### src/rtl/jram_sequencer_pkg.sv
// Shared types and constants for the jRAM access sequencer.
// Optional write verify is enabled with the JRAM_SEQUENCER_READBACK_EN macro.
package jram_seq_pkg;

  typedef enum logic [2:0] {
    IDLE   = 3'd0,
    ASET   = 3'd1,
    AHOLD  = 3'd2,
    WSET   = 3'd3,
    RENA   = 3'd4,
    AHOLD2 = 3'd5,
    RVFY   = 3'd6,
    ACK    = 3'd7
  } state_t;

  localparam logic PORT0 = 1'b0;
  localparam logic PORT1 = 1'b1;

  localparam int SET_CYCLES_DEF = 2;
  localparam int ENA_CYCLES_DEF = 2;

  // Counter must be able to hold the longest strobe length.
  function automatic int cnt_width(input int set_cycles, input int ena_cycles);
    int m;
    m = (set_cycles > ena_cycles) ? set_cycles : ena_cycles;
    return $clog2(m + 1);
  endfunction

endpackage

### src/rtl/jram_sequencer_if.sv
// Request ports, status and jRAM strobe bus of the jRAM sequencer.
// slave = sequencer side, master = requesters plus the jRAM itself.
interface jram_sequencer_if;
  logic       r0_req;
  logic       r0_we;
  logic [7:0] r0_addr;
  logic [7:0] r0_wdata;
  logic       r0_ack;
  logic       r1_req;
  logic       r1_we;
  logic [7:0] r1_addr;
  logic [7:0] r1_wdata;
  logic       r1_ack;
  logic [7:0] rdata;
  logic       busy;
  logic       grant_id;
  logic       err;
  logic [7:0] ram_addr;
  logic       ram_sa;
  logic [7:0] ram_din;
  logic       ram_s;
  logic       ram_e;
  logic [7:0] ram_dout;

  modport slave (
    input  r0_req, r0_we, r0_addr, r0_wdata,
    input  r1_req, r1_we, r1_addr, r1_wdata,
    input  ram_dout,
    output r0_ack, r1_ack, rdata, busy, grant_id, err,
    output ram_addr, ram_sa, ram_din, ram_s, ram_e
  );

  modport master (
    output r0_req, r0_we, r0_addr, r0_wdata,
    output r1_req, r1_we, r1_addr, r1_wdata,
    output ram_dout,
    input  r0_ack, r1_ack, rdata, busy, grant_id, err,
    input  ram_addr, ram_sa, ram_din, ram_s, ram_e
  );
endinterface

### src/rtl/jram_sequencer_arb.sv
// Two-way round-robin arbiter; the last-grant register only moves when enabled.
// Reset leaves port 1 as last winner so port 0 gets the first tie.
module rr_arbiter2
  import jram_seq_pkg::*;
(
  input  logic       CLK,
  input  logic       RST_N,
  input  logic       en,
  input  logic [1:0] req,
  output logic       gnt_valid,
  output logic       gnt_id,
  output logic       last_id
);

  logic last_reg;

  always_comb begin
    gnt_valid = |req;
    gnt_id    = last_reg;
    case (req)
      2'b01:   gnt_id = PORT0;
      2'b10:   gnt_id = PORT1;
      2'b11:   gnt_id = ~last_reg;
      default: gnt_id = last_reg;
    endcase
  end

  always_ff @(posedge CLK or negedge RST_N) begin
    if (!RST_N) begin
      last_reg <= PORT1;
    end else if (en && gnt_valid) begin
      last_reg <= gnt_id;
    end
  end

  assign last_id = last_reg;

endmodule

### src/rtl/jram_sequencer.sv
// Turns requests from two ports into jRAM address/set/enable strobe sequences.
// Define JRAM_SEQUENCER_READBACK_EN to verify every write with a readback.
module jram_sequencer
  import jram_seq_pkg::*;
#(
  parameter int SET_CYCLES = SET_CYCLES_DEF,
  parameter int ENA_CYCLES = ENA_CYCLES_DEF
) (
  input logic             CLK,
  input logic             RST_N,
  jram_sequencer_if.slave bus
);

  localparam int CW = cnt_width(SET_CYCLES, ENA_CYCLES);
  localparam logic [CW-1:0] SET_LAST = CW'(SET_CYCLES - 1);
  localparam logic [CW-1:0] ENA_LAST = CW'(ENA_CYCLES - 1);

  state_t          state_reg, state_next;
  logic [CW-1:0]   cnt_reg, cnt_next, cnt_last;
  logic            cnt_done;
  logic            we_reg;
  logic [7:0]      addr_reg, din_reg, rdata_reg;
  logic            arb_en, gnt_valid, gnt_id, last_id;
  logic            capture, rdata_load;
  logic            strobe_sa, strobe_s, strobe_e, ack_c;
  logic [1:0]      ack_vec;
`ifdef JRAM_SEQUENCER_READBACK_EN
  logic            verify;
  logic            err_reg;
`endif

  rr_arbiter2 u_arb (
    .CLK       (CLK),
    .RST_N     (RST_N),
    .en        (arb_en),
    .req       ({bus.r1_req, bus.r0_req}),
    .gnt_valid (gnt_valid),
    .gnt_id    (gnt_id),
    .last_id   (last_id)
  );

  assign arb_en   = (state_reg == IDLE);
  assign cnt_last = (state_reg == WSET) ? SET_LAST : ENA_LAST;
  assign cnt_done = (cnt_reg == cnt_last);

  always_comb begin
    state_next = state_reg;
    cnt_next   = '0;
    capture    = 1'b0;
    rdata_load = 1'b0;
    strobe_sa  = 1'b0;
    strobe_s   = 1'b0;
    strobe_e   = 1'b0;
    ack_c      = 1'b0;
`ifdef JRAM_SEQUENCER_READBACK_EN
    verify     = 1'b0;
`endif
    case (state_reg)
      IDLE: begin
        if (gnt_valid) begin
          state_next = ASET;
          capture    = 1'b1;
        end
      end
      ASET: begin
        strobe_sa  = 1'b1;
        state_next = AHOLD;
      end
      AHOLD: begin
        state_next = we_reg ? WSET : RENA;
      end
      WSET: begin
        strobe_s = 1'b1;
        if (cnt_done) begin
`ifdef JRAM_SEQUENCER_READBACK_EN
          state_next = AHOLD2;
`else
          state_next = ACK;
`endif
        end else begin
          cnt_next = cnt_reg + CW'(1);
        end
      end
      RENA: begin
        strobe_e = 1'b1;
        if (cnt_done) begin
          state_next = ACK;
          rdata_load = 1'b1;
        end else begin
          cnt_next = cnt_reg + CW'(1);
        end
      end
`ifdef JRAM_SEQUENCER_READBACK_EN
      AHOLD2: begin
        state_next = RVFY;
      end
      RVFY: begin
        strobe_e = 1'b1;
        if (cnt_done) begin
          state_next = ACK;
          verify     = 1'b1;
        end else begin
          cnt_next = cnt_reg + CW'(1);
        end
      end
`endif
      ACK: begin
        ack_c      = 1'b1;
        state_next = IDLE;
      end
      default: begin
        state_next = IDLE;
      end
    endcase
  end

  // The arbiter's last-grant register doubles as the owner of the access in flight.
  always_ff @(posedge CLK or negedge RST_N) begin
    if (!RST_N) begin
      state_reg <= IDLE;
      cnt_reg   <= '0;
      we_reg    <= 1'b0;
      addr_reg  <= 8'h00;
      din_reg   <= 8'h00;
      rdata_reg <= 8'h00;
    end else begin
      state_reg <= state_next;
      cnt_reg   <= cnt_next;
      if (capture) begin
        we_reg   <= gnt_id ? bus.r1_we    : bus.r0_we;
        addr_reg <= gnt_id ? bus.r1_addr  : bus.r0_addr;
        din_reg  <= gnt_id ? bus.r1_wdata : bus.r0_wdata;
      end
      if (rdata_load) begin
        rdata_reg <= bus.ram_dout;
      end
    end
  end

`ifdef JRAM_SEQUENCER_READBACK_EN
  always_ff @(posedge CLK or negedge RST_N) begin
    if (!RST_N) begin
      err_reg <= 1'b0;
    end else if (verify && (bus.ram_dout != din_reg)) begin
      err_reg <= 1'b1;
    end
  end
  assign bus.err = err_reg;
`else
  assign bus.err = 1'b0;
`endif

  for (genvar gi = 0; gi < 2; gi++) begin : g_ack
    assign ack_vec[gi] = ack_c && (last_id == 1'(gi));
  end

  assign bus.r0_ack   = ack_vec[0];
  assign bus.r1_ack   = ack_vec[1];
  assign bus.rdata    = rdata_reg;
  assign bus.busy     = (state_reg != IDLE);
  assign bus.grant_id = last_id;
  assign bus.ram_addr = addr_reg;
  assign bus.ram_din  = din_reg;
  assign bus.ram_sa   = strobe_sa;
  assign bus.ram_s    = strobe_s;
  assign bus.ram_e    = strobe_e;

endmodule

### src/flat_wrapper.sv
// flat-port wrapper written by rule: the top's interface ports become plain ports
module jram_sequencer_flat import jram_seq_pkg::*;
#(
  parameter int SET_CYCLES = SET_CYCLES_DEF,
  parameter int ENA_CYCLES = ENA_CYCLES_DEF
)
  (CLK, RST_N, bus_r0_req, bus_r0_we, bus_r0_addr, bus_r0_wdata, bus_r1_req, bus_r1_we, bus_r1_addr, bus_r1_wdata, bus_ram_dout, bus_r0_ack, bus_r1_ack, bus_rdata, bus_busy, bus_grant_id, bus_err, bus_ram_addr, bus_ram_sa, bus_ram_din, bus_ram_s, bus_ram_e);
  jram_sequencer_if bus_i ();
  input logic CLK;
  input logic RST_N;
  input wire logic [$bits(bus_i.r0_req)-1:0] bus_r0_req;
  input wire logic [$bits(bus_i.r0_we)-1:0] bus_r0_we;
  input wire logic [$bits(bus_i.r0_addr)-1:0] bus_r0_addr;
  input wire logic [$bits(bus_i.r0_wdata)-1:0] bus_r0_wdata;
  input wire logic [$bits(bus_i.r1_req)-1:0] bus_r1_req;
  input wire logic [$bits(bus_i.r1_we)-1:0] bus_r1_we;
  input wire logic [$bits(bus_i.r1_addr)-1:0] bus_r1_addr;
  input wire logic [$bits(bus_i.r1_wdata)-1:0] bus_r1_wdata;
  input wire logic [$bits(bus_i.ram_dout)-1:0] bus_ram_dout;
  output wire logic [$bits(bus_i.r0_ack)-1:0] bus_r0_ack;
  output wire logic [$bits(bus_i.r1_ack)-1:0] bus_r1_ack;
  output wire logic [$bits(bus_i.rdata)-1:0] bus_rdata;
  output wire logic [$bits(bus_i.busy)-1:0] bus_busy;
  output wire logic [$bits(bus_i.grant_id)-1:0] bus_grant_id;
  output wire logic [$bits(bus_i.err)-1:0] bus_err;
  output wire logic [$bits(bus_i.ram_addr)-1:0] bus_ram_addr;
  output wire logic [$bits(bus_i.ram_sa)-1:0] bus_ram_sa;
  output wire logic [$bits(bus_i.ram_din)-1:0] bus_ram_din;
  output wire logic [$bits(bus_i.ram_s)-1:0] bus_ram_s;
  output wire logic [$bits(bus_i.ram_e)-1:0] bus_ram_e;
  assign bus_i.r0_req = bus_r0_req;
  assign bus_i.r0_we = bus_r0_we;
  assign bus_i.r0_addr = bus_r0_addr;
  assign bus_i.r0_wdata = bus_r0_wdata;
  assign bus_i.r1_req = bus_r1_req;
  assign bus_i.r1_we = bus_r1_we;
  assign bus_i.r1_addr = bus_r1_addr;
  assign bus_i.r1_wdata = bus_r1_wdata;
  assign bus_i.ram_dout = bus_ram_dout;
  assign bus_r0_ack = bus_i.r0_ack;
  assign bus_r1_ack = bus_i.r1_ack;
  assign bus_rdata = bus_i.rdata;
  assign bus_busy = bus_i.busy;
  assign bus_grant_id = bus_i.grant_id;
  assign bus_err = bus_i.err;
  assign bus_ram_addr = bus_i.ram_addr;
  assign bus_ram_sa = bus_i.ram_sa;
  assign bus_ram_din = bus_i.ram_din;
  assign bus_ram_s = bus_i.ram_s;
  assign bus_ram_e = bus_i.ram_e;
  jram_sequencer #(.SET_CYCLES(SET_CYCLES), .ENA_CYCLES(ENA_CYCLES)) u_core (.CLK(CLK), .RST_N(RST_N), .bus(bus_i));
endmodule
### config.mk
export PLATFORM = sky130hd
export DESIGN_NAME = jram_sequencer_flat
export DESIGN_NICKNAME = d
export VERILOG_FILES = /design/src/rtl/jram_sequencer_pkg.sv /design/src/rtl/jram_sequencer_if.sv /design/src/rtl/jram_sequencer_arb.sv /design/src/rtl/jram_sequencer.sv /design/src/flat_wrapper.sv
export SDC_FILE = /design/constraint.sdc
export NUM_CORES = 1
export LEC_CHECK = 0
export ABC_CLOCK_PERIOD_IN_PS = 4400
export BUFFER_PORTS_ARGS = -buffer_cell sky130_fd_sc_hd__buf_2
export CORE_MARGIN = 2
export CORE_UTILIZATION = 30
export CTS_BUF_LIST = sky130_fd_sc_hd__clkbuf_2
export DETAILED_ROUTE_END_ITERATION = 10
export PLACE_DENSITY = 0.54
export SYNTH_ARGS = -nofsm -noshare
export SYNTH_HDL_FRONTEND = slang
export SYNTH_SLANG_ARGS = --single-unit
### constraint.sdc
create_clock -name CLK -period 4.4 [get_ports CLK]
set_clock_uncertainty 0.2 [all_clocks]
set_input_delay 0.88 -clock CLK [delete_from_list [all_inputs] [get_ports CLK]]
set_output_delay 0.88 -clock CLK [all_outputs]
set_load 0.05 [all_outputs]
Word-level counts from Yosys, hierarchy flattened
Index checks and enable logic that the tools add are counted.
{ "word_totals": {"input_bits": 46, "reg_bits": 31, "output_inout_bits": 32, "wordCells": 46} }
{ "op_classes": {"n_eq_ne": 11, "reduce_logical": 8, "mux": 18, "n_addsub": 1, "bitwise_logic": 1} }
{ "ops": {"columns": ["cell", "n"], "rows": [
  ["$mux 8", 2],
  ["$pmux 3 s4", 1],
  ["$mux 1", 9],
  ["$mux 3", 3],
  ["$eq 3x2->1 const B", 2],
  ["$eq 3x3->1 const B", 2],
  ["$eq 2x1->1 const B", 2],
  ["$eq 2x2->1 const B", 2],
  ["$mux 2", 2],
  ["$ne 2x1->1 const B", 2],
  ["$reduce_or 2->1", 2],
  ["$eq 3x1->1 const B", 1],
  ["$logic_and 1x1->1", 3],
  ["$logic_not 3->1", 1],
  ["$pmux 1 s3", 1],
  ["$reduce_bool 3->1", 1],
  ["$add 2x1->2 const B", 1],
  ["$reduce_and 2->1", 1],
  ["$not 1->1", 1]
]} }

Logic depth before layout (Yosys ltp)
Gate-level depths: netlist of run 1.
{ "logic_depth": {"ltp_word": 4, "depth_mapped": 6, "mapped_depth_nobuf": 4} }

By module
A second synthesis of run 1 with hierarchy kept.
{ "hier_totals": {"cells_unflattened": 130, "hier_area_um2": 1486.4} }
{ "by_module_without_submodules": {"columns": ["module", "cells_each", "instances", "seq_area_each_um2", "area_per_inst_um2"], "rows": [
  ["jram_sequencer", 124, 1, 750.7, 1428.9],
  ["rr_arbiter2", 6, 1, 26.3, 57.6]
]} }

Least setup slack after synthesis of run 1
No wires, ideal clock.
{ "synth_timing": {"kind": "reg2out", "start": "reg u_core.state_reg[1]", "end": "out bus_ram_sa", "t_arrival_ns": 1.659, "path_stages_with_launch": 3, "required_ns": 3.320, "slack_ns": 1.661, "path_buffers": 1, "path_cell_list": "dfrtp_1 buf_4 nor3b_1"} }
{ "synth_between": {"elab_chain_len": 2} }
{ "synth_rtl": {"columns": ["item", "line_no", "rtl"], "rows": [
  ["start: declaration", "jram_sequencer.sv:18", "state_t state_reg, state_next;"],
  ["start signal: assignment", "jram_sequencer.sv:127", "state_reg <= state_next;"],
  ["$eq 3x1->1", "jram_sequencer.sv:58", "case (state_reg)"],
  ["$mux 1", "jram_sequencer.sv:58", null],
  ["end: declaration", "flat_wrapper.sv:27", "output wire logic [$bits(bus_i.ram_sa)-1:0] bus_ram_sa;"]
]} }
No other way between the ends.

Worst setup path in the final report of run 1
{ "layout_timing": {"start": "reg u_core.state_reg[1]", "end": "out bus_ram_e"} }
{ "layout_between": {"elab_chain_len": 2} }
{ "layout_rtl": {"columns": ["item", "line_no", "rtl"], "rows": [
  ["$eq 3x3->1", "jram_sequencer.sv:58", null],
  ["$mux 1", "jram_sequencer.sv:58", null],
  ["end: declaration", "flat_wrapper.sv:30", "output wire logic [$bits(bus_i.ram_e)-1:0] bus_ram_e;"]
]} }
No other way between the ends.

==> report_table.html, run 1 <==
<table>
<tr><th>Metric</th><th>Value</th></tr>
<tr><th colspan="2">Min path</th></tr>
<tr><td>Sink of the worst hold path</td><td>u_core.cnt_reg[1]</td></tr>
<tr><td>Class of the worst hold path</td><td>flip-flop to flip-flop</td></tr>
<tr><td>Source of the worst hold timing path</td><td>u_core.cnt_reg[1]</td></tr>
<tr><td>Count of cells along the worst hold path</td><td>1</td></tr>
<tr><th colspan="2">Route</th></tr>
<tr><td>Detailed-route wire length per cell</td><td>13.95 microns</td></tr>
<tr><td>Routed vias</td><td>1439</td></tr>
<tr><td>DRC violation count after routing</td><td>0</td></tr>
<tr><td>DR iter-0 viols</td><td>64</td></tr>
<tr><td>Antenna-violating nets left</td><td>0</td></tr>
<tr><td>WL final</td><td>4088 microns</td></tr>
<tr><td>TritonRoute pass-1 iters</td><td>4</td></tr>
<tr><td>Vias per cell</td><td>4.911</td></tr>
<tr><th colspan="2">Yosys</th></tr>
<tr><td>Prevailing post-synth register cell</td><td>dfrtp_1</td></tr>
<tr><td>Synth Warn #</td><td>0</td></tr>
<tr><td>Most frequent cell after synthesis</td><td>dfrtp_1</td></tr>
<tr><td>Post-synthesis sequential element count</td><td>31</td></tr>
<tr><td>Leading area contributor after synthesis</td><td>dfrtp_1</td></tr>
<tr><td>Number of instances in the synthesized netlist</td><td>156</td></tr>
<tr><td>Area fraction of the dominant cell type after synthesis</td><td>0.5025</td></tr>
<tr><td>Post-synthesis cell type count</td><td>27</td></tr>
<tr><td>Top cells by count, synth</td><td>dfrtp_1 (30), o21ai_0 (21), a21oi_1 (20)</td></tr>
<tr><td>Count of flip-flops with a built-in enable after synthesis</td><td>0</td></tr>
<tr><td>Asr flop ratio synth</td><td>1.000</td></tr>
<tr><td>Post-synth design cell area</td><td>0.001494 sq mm</td></tr>
<tr><td>Sequential share of the synthesized area</td><td>0.5201</td></tr>
<tr><td>Post-synthesis area per instance</td><td>9.576 sq um</td></tr>
<tr><td>Leading post-synthesis cells by cell area</td><td>dfrtp_1 (50%), a31oi_1 (7.5%), o21ai_0 (7.0%)</td></tr>
<tr><td>Net Count, Synth</td><td>202</td></tr>
<tr><th colspan="2">Critical path</th></tr>
<tr><td>Capturing element type of the critical path</td><td>primary output</td></tr>
<tr><td>Source of the critical timing path</td><td>u_core.state_reg[1]</td></tr>
<tr><td>Arrival time of data at the critical path endpoint</td><td>1650 ps</td></tr>
<tr><td>Crit path kind</td><td>flip-flop to primary output</td></tr>
<tr><td>R2R cell count</td><td>4</td></tr>
<tr><td>Maximum net fanout on the critical path</td><td>9</td></tr>
<tr><td>Reg-to-Reg Start</td><td>u_core.state_reg[1]</td></tr>
<tr><td>Worst Setup Start Kind</td><td>flip-flop</td></tr>
<tr><td>Capturing point of the worst reg2reg path</td><td>u_core.bus.ram_addr[7]</td></tr>
<tr><td>Worst R2R Setup Slack</td><td>2310 ps</td></tr>
<tr><td>Required time of the critical path</td><td>3320 ps</td></tr>
<tr><th colspan="2">Run</th></tr>
<tr><td>Count of maximum capacitance violations</td><td>0</td></tr>
<tr><th colspan="2">Global routing</th></tr>
<tr><td>Vias in the first global route</td><td>1354</td></tr>
<tr><td>Total track usage</td><td>0.1533</td></tr>
<tr><td>Initial antenna violation count</td><td>0</td></tr>
<tr><td>Gr ovfl total</td><td>0</td></tr>
<tr><td>Global-route wire length before repair</td><td>6437 microns</td></tr>
<tr><td>Largest net degree at the start of global routing</td><td>32</td></tr>
<tr><th colspan="2">Clock tree</th></tr>
<tr><td># resized after CTS</td><td>0</td></tr>
<tr><td>Number of hold-repair buffers added at the cts stage</td><td>0</td></tr>
<tr><td>Clock sink count</td><td>31</td></tr>
<tr><td>Worst-case clock buffer depth</td><td>2</td></tr>
<tr><td>Maximum level of the CTS H-tree</td><td>2</td></tr>
<tr><td>Num CTS Buffers</td><td>5</td></tr>
<tr><td>Number of post-CTS setup repair buffers</td><td>0</td></tr>
<tr><td>TritonCTS clock tree</td><td>built</td></tr>
<tr><td>Skew-Pair Late Insertion Delay</td><td>370 ps</td></tr>
<tr><td>Clk pin slew, worst setup/hold paths</td><td>170 ps</td></tr>
<tr><td>Root buffer selected by CTS</td><td>clkbuf_2</td></tr>
<tr><th colspan="2">Run status</th></tr>
<tr><td>Outcome</td><td>finished clean</td></tr>
<tr><th colspan="2">STA</th></tr>
<tr><td>Post-Route Setup TNS</td><td>0 ps</td></tr>
<tr><td>Unrepaired setup endpoints after global routing</td><td>no</td></tr>
<tr><td>Max Freq</td><td>365.8 MHz</td></tr>
<tr><td>Post-layout minimum cycle time</td><td>2734 ps</td></tr>
<tr><td>Max Slew Vio Count</td><td>0</td></tr>
<tr><td>Relative slew slack</td><td>0.4003</td></tr>
<tr><td>Final hold violations</td><td>0</td></tr>
<tr><td>Slew at the pin with the worst max-slew slack</td><td>896.3 ps</td></tr>
<tr><td>Final setup fails</td><td>0</td></tr>
<tr><td>Ratio of final minimum period to clock period</td><td>0.6214</td></tr>
<tr><th colspan="2">Placement</th></tr>
<tr><td>Area after detailed placement</td><td>0.001898 sq mm</td></tr>
<tr><td>Number of I/O port buffers</td><td>76</td></tr>
<tr><td>DPL Wire Length</td><td>2909 microns</td></tr>
<tr><td>Weighted congestion reported at the end of routability-driven placement</td><td>0.7567</td></tr>
<tr><th colspan="2">Floorplan</th></tr>
<tr><td>Num ports</td><td>78</td></tr>
<tr><td>Total die area</td><td>0.005560 sq mm</td></tr>
<tr><td>Area of the core region</td><td>0.004755 sq mm</td></tr>
<tr><td>Die height</td><td>74.57 microns</td></tr>
<tr><td>Die Wd</td><td>74.57 microns</td></tr>
<tr><td>Std-Cell Rows</td><td>25</td></tr>
<tr><td>Initial Utilization</td><td>0.3142</td></tr>
<tr><th colspan="2">Pwr</th></tr>
<tr><td>P_leak</td><td>0.9121 nW</td></tr>
<tr><td>Max VDD drop</td><td>0.2748 mV</td></tr>
<tr><td>Ratio of total power to cell area</td><td>859.8 mW/mm^2</td></tr>
<tr><td>Overall Power</td><td>1.665 mW</td></tr>
<tr><th colspan="2">Cells and area</th></tr>
<tr><td>Fin area</td><td>0.001937 sq mm</td></tr>
<tr><td>Share of layout cells above drive strength 1</td><td>0.4381</td></tr>
<tr><td>Antenna diode instance count</td><td>0</td></tr>
<tr><td>Number of nets at the end of the flow</td><td>271</td></tr>
<tr><td>Area growth from synthesis to layout</td><td>29.65%</td></tr>
</table>
[layout by cell type (no fill, tap or decap)]
cell type   n
a21oi_1    20
a31oi_1    18
and2_0      1
and2_1      2
buf_2      76
buf_4       1
clkbuf_2    6
clkinv_1    1
clkinv_2    1
conb_1      1
dfrtp_1    30
dfstp_2     1
inv_1       4
inv_2       1
mux2_2      8
nand2_1     1
nand3_1    18
nand3_4     1
nand3b_1    1
nand4_1     1
nor2_1      5
nor3_2      1
nor3b_1     1
o21a_1      1
o21ai_0    21
or2_2       2
or2b_1      1
or3b_4      1
[per-stage QoR]
step	util	hold slack [ps]	setup WS (ps)	instances
finish	0.4074	313.8	1666	293
global route	0.4074	324.4	1579	293
CTS	0.4074	318.3	1647	293
detailed placement	0.3992	278.2	1884	285
global placement	0.3992	274.6	1940	285
floorplan	-	253.6	1661	156
[where the power goes]
part | internal, mW | total (mW) | switching, mW
logic | 0.256 | 0.998 | 0.742
registers | 0.426 | 0.531 | 0.105
clock network | 0.0391 | 0.136 | 0.0968
total | 0.721 | 1.67 | 0.945
[cell type report]
| class | instances | area, sq um |
|---|---|---|
| repair buffers | 77 | 387.9 |
| inverters | 5 | 18.77 |
| clock inverters | 2 | 8.758 |
| flip-flops and latches | 31 | 777.0 |
| multi-input cells | 105 | 630.6 |
| clock buffers | 6 | 30.03 |
| fillers | 515 | 2818 |
| well taps | 67 | 83.83 |
[routing by layer]
| metal | wire length [microns] | share of wire | track usage |
|---|---|---|---|
| met5 | 0 | 0 | 0 |
| met4 | 48 | 0.012 | 0.04365 |
| met3 | 321 | 0.079 | 0.05420 |
| met2 | 1771 | 0.43 | 0.2222 |
| met1 | 1947 | 0.48 | 0.2170 |
[cells by family after synthesis]
kind of cell | count (synthesis) | synth area share
compound gates | 60 | 0.2178
simple gates | 36 | 0.1382
flops | 31 | 0.5201
buf+inv | 20 | 0.06113
mux | 8 | 0.06030
other cells | 1 | 0.002510
[worst max path at each step]
stage | depth (start not counted) | endpoint
floorplan | 2 | bus_ram_sa
global placement | 4 | u_core.bus.ram_addr[5]
detailed placement | 4 | u_core.bus.ram_din[2]
CTS | 3 | bus_ram_e
global route | 3 | bus_ram_e
finish | 3 | bus_ram_e
[worst max-delay path, cell delays in order, from the launching register on]
cell and delay (ps):
dfrtp_1 510, or3b_4 450, inv_2 90, buf_2 260
No activity file was read; power rests on OpenSTA's default activity.
==> run 2, diff against run 1 <==
--- a/config.mk
+++ b/config.mk
@@ -5,13 +5,14 @@
 export SDC_FILE = /design/constraint.sdc
 export NUM_CORES = 1
 export LEC_CHECK = 0
-export ABC_CLOCK_PERIOD_IN_PS = 4400
+export ABC_AREA = 1
+export ABC_CLOCK_PERIOD_IN_PS = 2400
 export BUFFER_PORTS_ARGS = -buffer_cell sky130_fd_sc_hd__buf_2
 export CORE_MARGIN = 2
 export CORE_UTILIZATION = 30
 export CTS_BUF_LIST = sky130_fd_sc_hd__clkbuf_2
 export DETAILED_ROUTE_END_ITERATION = 10
-export PLACE_DENSITY = 0.54
+export PLACE_DENSITY = 0.56
 export SYNTH_ARGS = -nofsm -noshare
 export SYNTH_HDL_FRONTEND = slang
 export SYNTH_SLANG_ARGS = --single-unit
==> constraint.sdc (replaced) <==
create_clock -name CLK -period 2.4 [get_ports CLK]
set_clock_uncertainty 0.2 [all_clocks]
set_input_delay 0.48 -clock CLK [delete_from_list [all_inputs] [get_ports CLK]]
set_output_delay 0.48 -clock CLK [all_outputs]
set_load 0.05 [all_outputs]
==> report_table.html, run 2 <==
<table>
<tr><th>Metric</th><th>Value</th></tr>
<tr><th colspan="2">Yosys</th></tr>
<tr><td>Post-synthesis cell type count</td><td>24</td></tr>
<tr><td>Post-synthesis sequential element count</td><td>31</td></tr>
<tr><td>Area share of xor/xnor cells in the synthesized design</td><td>0</td></tr>
<tr><td>Net Count, Synth</td><td>224</td></tr>
<tr><td>Fraction of synthesized area in multiplexers</td><td>0</td></tr>
<tr><td>Asr flop ratio synth</td><td>1.000</td></tr>
<tr><td>Number of instances in the synthesized netlist</td><td>178</td></tr>
<tr><td>Top cells by count, synth</td><td>dfrtp_1 (30), nand2_1 (27), nor2_1 (22)</td></tr>
<tr><td>Count of flip-flops with a built-in enable after synthesis</td><td>0</td></tr>
<tr><td>Compound-cell area share of the yosys netlist</td><td>0.1875</td></tr>
<tr><td>Post-synthesis adder-cell area fraction</td><td>0</td></tr>
<tr><td>Most frequent cell after synthesis</td><td>dfrtp_1</td></tr>
<tr><td>Leading post-synthesis cells by cell area</td><td>dfrtp_1 (48%), o21ai_2 (10%), nand2_1 (6.5%)</td></tr>
<tr><td>Synth Warn #</td><td>0</td></tr>
<tr><td>Post-synth design cell area</td><td>0.001561 sq mm</td></tr>
<tr><td>Leading area contributor after synthesis</td><td>dfrtp_1</td></tr>
<tr><td>Combinational family with the most area after synthesis</td><td>simple AND/OR/NAND/NOR gates</td></tr>
<tr><td>Prevailing post-synth register cell</td><td>dfrtp_1</td></tr>
<tr><td>Fraction of the mapped netlist area in simple logic gates</td><td>0.2204</td></tr>
<tr><td>Area fraction of the dominant cell type after synthesis</td><td>0.4808</td></tr>
<tr><td>Post-synthesis area per instance</td><td>8.772 sq um</td></tr>
<tr><td>Sequential share of the synthesized area</td><td>0.4976</td></tr>
<tr><th colspan="2">Cells and area</th></tr>
<tr><td>Fillers</td><td>560</td></tr>
<tr><td>Area growth from synthesis to layout</td><td>29.25%</td></tr>
<tr><td>Share of layout cells above drive strength 1</td><td>0.4706</td></tr>
<tr><td>Number of nets at the end of the flow</td><td>302</td></tr>
<tr><td>Most common library cell in the layout ignoring fill and taps</td><td>buf_2</td></tr>
<tr><td>Highest-count cells in the layout ignoring fill and taps</td><td>buf_2 (76), dfrtp_1 (30), nand2_1 (27)</td></tr>
<tr><td>Antenna diode instance count</td><td>0</td></tr>
<tr><th colspan="2">Pwr</th></tr>
<tr><td>Total internal power</td><td>1.345 mW</td></tr>
<tr><td>P_leak</td><td>1.091 nW</td></tr>
<tr><td>Proportion of power drawn by the clock network</td><td>0.071</td></tr>
<tr><td>Share of total power in combinational logic</td><td>0.628</td></tr>
<tr><td>Switching component of the power</td><td>1.835 mW</td></tr>
<tr><td>Switching portion of total power</td><td>0.5771</td></tr>
<tr><td>Ratio of total power to cell area</td><td>1576 mW/mm^2</td></tr>
<tr><td>Sequential group share of total power</td><td>0.301</td></tr>
<tr><td>Max VDD drop</td><td>0.5496 mV</td></tr>
<tr><th colspan="2">Clock tree</th></tr>
<tr><td>Skew-Pair Late Insertion Delay</td><td>340 ps</td></tr>
<tr><td>Clk pin slew, worst setup/hold paths</td><td>130 ps</td></tr>
<tr><td>TritonCTS clock tree</td><td>built</td></tr>
<tr><td>Num CTS Buffers</td><td>5</td></tr>
<tr><td>Maximum level of the CTS H-tree</td><td>2</td></tr>
<tr><td>Worst-case clock buffer depth</td><td>2</td></tr>
<tr><td>Root buffer selected by CTS</td><td>clkbuf_2</td></tr>
<tr><td># resized after CTS</td><td>0</td></tr>
<tr><td>Clock sink count</td><td>31</td></tr>
<tr><th colspan="2">Floorplan</th></tr>
<tr><td>Area of the core region</td><td>0.005075 sq mm</td></tr>
<tr><td>Std-Cell Rows</td><td>26</td></tr>
<tr><td>Die height</td><td>76.15 microns</td></tr>
<tr><td>Initial Utilization</td><td>0.3077</td></tr>
<tr><td>Total die area</td><td>0.005798 sq mm</td></tr>
<tr><td>Die Wd</td><td>76.15 microns</td></tr>
<tr><td>Num ports</td><td>78</td></tr>
<tr><th colspan="2">Critical path</th></tr>
<tr><td>Worst R2R Setup Slack</td><td>700 ps</td></tr>
<tr><td>Capturing element type of the critical path</td><td>primary output</td></tr>
<tr><td>Worst Setup Start Kind</td><td>flip-flop</td></tr>
<tr><td>Crit path kind</td><td>flip-flop to primary output</td></tr>
<tr><td>Reg-to-Reg Start</td><td>u_core.state_reg[1]</td></tr>
<tr><td>Maximum net fanout on the critical path</td><td>6</td></tr>
<tr><td>Required time of the critical path</td><td>1720 ps</td></tr>
<tr><td>Capturing point of the worst reg2reg path</td><td>u_core.bus.ram_addr[3]</td></tr>
<tr><td>R2R cell count</td><td>6</td></tr>
<tr><td>Arrival time of data at the critical path endpoint</td><td>1450 ps</td></tr>
<tr><th colspan="2">STA</th></tr>
<tr><td>Final worst hold slack</td><td>162.1 ps</td></tr>
<tr><td>Unrepaired setup endpoints after global routing</td><td>no</td></tr>
<tr><td>Final hold violations</td><td>0</td></tr>
<tr><td>Ratio of final minimum period to clock period</td><td>0.8860</td></tr>
<tr><td>Slew at the pin with the worst max-slew slack</td><td>695.1 ps</td></tr>
<tr><td>Relative slew slack</td><td>0.5366</td></tr>
<tr><td>Max Freq</td><td>470.3 MHz</td></tr>
<tr><td>Post-layout minimum cycle time</td><td>2126 ps</td></tr>
<tr><td>Post-Route Setup TNS</td><td>0 ps</td></tr>
<tr><td>Max Slew Vio Count</td><td>0</td></tr>
<tr><td>Final setup fails</td><td>0</td></tr>
<tr><th colspan="2">Global routing</th></tr>
<tr><td>Largest net degree at the start of global routing</td><td>32</td></tr>
<tr><td>Vias in the first global route</td><td>1370</td></tr>
<tr><td>Initial antenna violation count</td><td>0</td></tr>
<tr><td>Global-route wire length before repair</td><td>6272 microns</td></tr>
<tr><td>Total track usage</td><td>0.1339</td></tr>
<tr><td>Gr ovfl total</td><td>0</td></tr>
<tr><th colspan="2">Min path</th></tr>
<tr><td>Count of cells along the worst hold path</td><td>3</td></tr>
<tr><td>Sink of the worst hold path</td><td>u_core.bus.rdata[6]</td></tr>
<tr><td>Source of the worst hold timing path</td><td>bus_ram_dout[6]</td></tr>
<tr><td>Class of the worst hold path</td><td>input port to flip-flop</td></tr>
<tr><th colspan="2">Placement</th></tr>
<tr><td>DPL Wire Length</td><td>2692 microns</td></tr>
<tr><td>Number of I/O port buffers</td><td>76</td></tr>
<tr><td>Weighted congestion reported at the end of routability-driven placement</td><td>0.7309</td></tr>
<tr><th colspan="2">Route</th></tr>
<tr><td>DRC violation count after routing</td><td>0</td></tr>
<tr><td>DR iter-0 viols</td><td>61</td></tr>
<tr><td>TritonRoute pass-1 iters</td><td>4</td></tr>
<tr><td>Routed vias</td><td>1396</td></tr>
<tr><td>WL final</td><td>3641 microns</td></tr>
<tr><td>Antenna-violating nets left</td><td>0</td></tr>
<tr><td>Detailed-route wire length per cell</td><td>11.20 microns</td></tr>
<tr><td>Vias per cell</td><td>4.295</td></tr>
<tr><th colspan="2">Run status</th></tr>
<tr><td>Outcome</td><td>finished clean</td></tr>
<tr><th colspan="2">Run</th></tr>
<tr><td>Count of maximum capacitance violations</td><td>0</td></tr>
</table>
-- run 2: cell types whose count changed after synthesis, moves of 14 or more --
cell     before  now
a21oi_1      20    1
a31oi_1      18    0
inv_1         4   18
nand2_1       1   27
nor2_1        5   22
o21ai_2       0   18
-- run 2: cell type report --
class                      instances  area, sq um  share of cell area
clock buffer                       6        30.03             0.01488
tap                               70        87.58             0.04340
sequential                        31        777.0              0.3850
multi-input combinational        118        640.6              0.3174
timing repair buffer              78        397.9              0.1971
inverter                          22        85.08             0.04216
-- run 2: repair_timing --
action / CTS / global route
endpoints found under the hold margin: 30 / 0
endpoints found under the setup margin: 0 / 0
hold buffers: 1 / 0
setup buffers: 0 / 0
-- run 2: worst max-delay path, stage by stage, from the launching register on --
cell and delay, ps:
dfrtp_1 490, nor2_4 160, nand2_1 110, inv_2 90
buf_2 260
-- run 2: metrics by stage --
stage               std cells  utilization  total power [mW]  cell area [sq um]  setup WS [ps]
floorplan                 178            -             2.568               1562          258.1
global placement          318       0.3898             2.972               1978          603.4
detailed placement        318       0.3898             2.990               1978          604.1
CTS                       325       0.3977             3.225               2018          236.7
global route              325       0.3977             3.417               2018          150.3
finish                    325       0.3977             3.180               2018          273.7
-- run 2: routing by layer --
layer / vias up / routed length (microns) / track usage
li1: 718 / - / -
met1: 629 / 1655 / 0.1680
met2: 43 / 1709 / 0.2170
met3: 6 / 210 / 0.03199
met4: 0 / 65 / 0.06545
met5: - / 0 / 0
-- run 2: power by group through the flow --
stage	clock network, mW	logic (mW)	registers, mW
after floorplan	0	0.877	1.69
after global placement	0	2.00	0.975
after detailed placement	0	2.02	0.973
after CTS	0.244	2.02	0.962
after global routing	0.260	2.16	0.996
final	0.225	2.00	0.959
-- run 2: worst max path at each step --
stage	slack, ps	startpoint	cells after the start	endpoint
after global routing	150	u_core.state_reg[1]	4	bus_ram_e
after detailed placement	600	bus_r1_req	8	u_core.bus.ram_addr[5]
after floorplan	260	u_core.u_arb.last_id	2	bus_r1_ack
final	270	u_core.state_reg[1]	4	bus_ram_e
after CTS	240	u_core.state_reg[1]	4	bus_ram_e
after global placement	600	bus_r1_req	8	u_core.we_reg
-- run 2: logic make-up after synthesis --
group	Yosys count
buffers and inverters	29
flip-flops	31
other	1
AND/OR/NAND/NOR	72
AO/OA/AOI/OAI	45
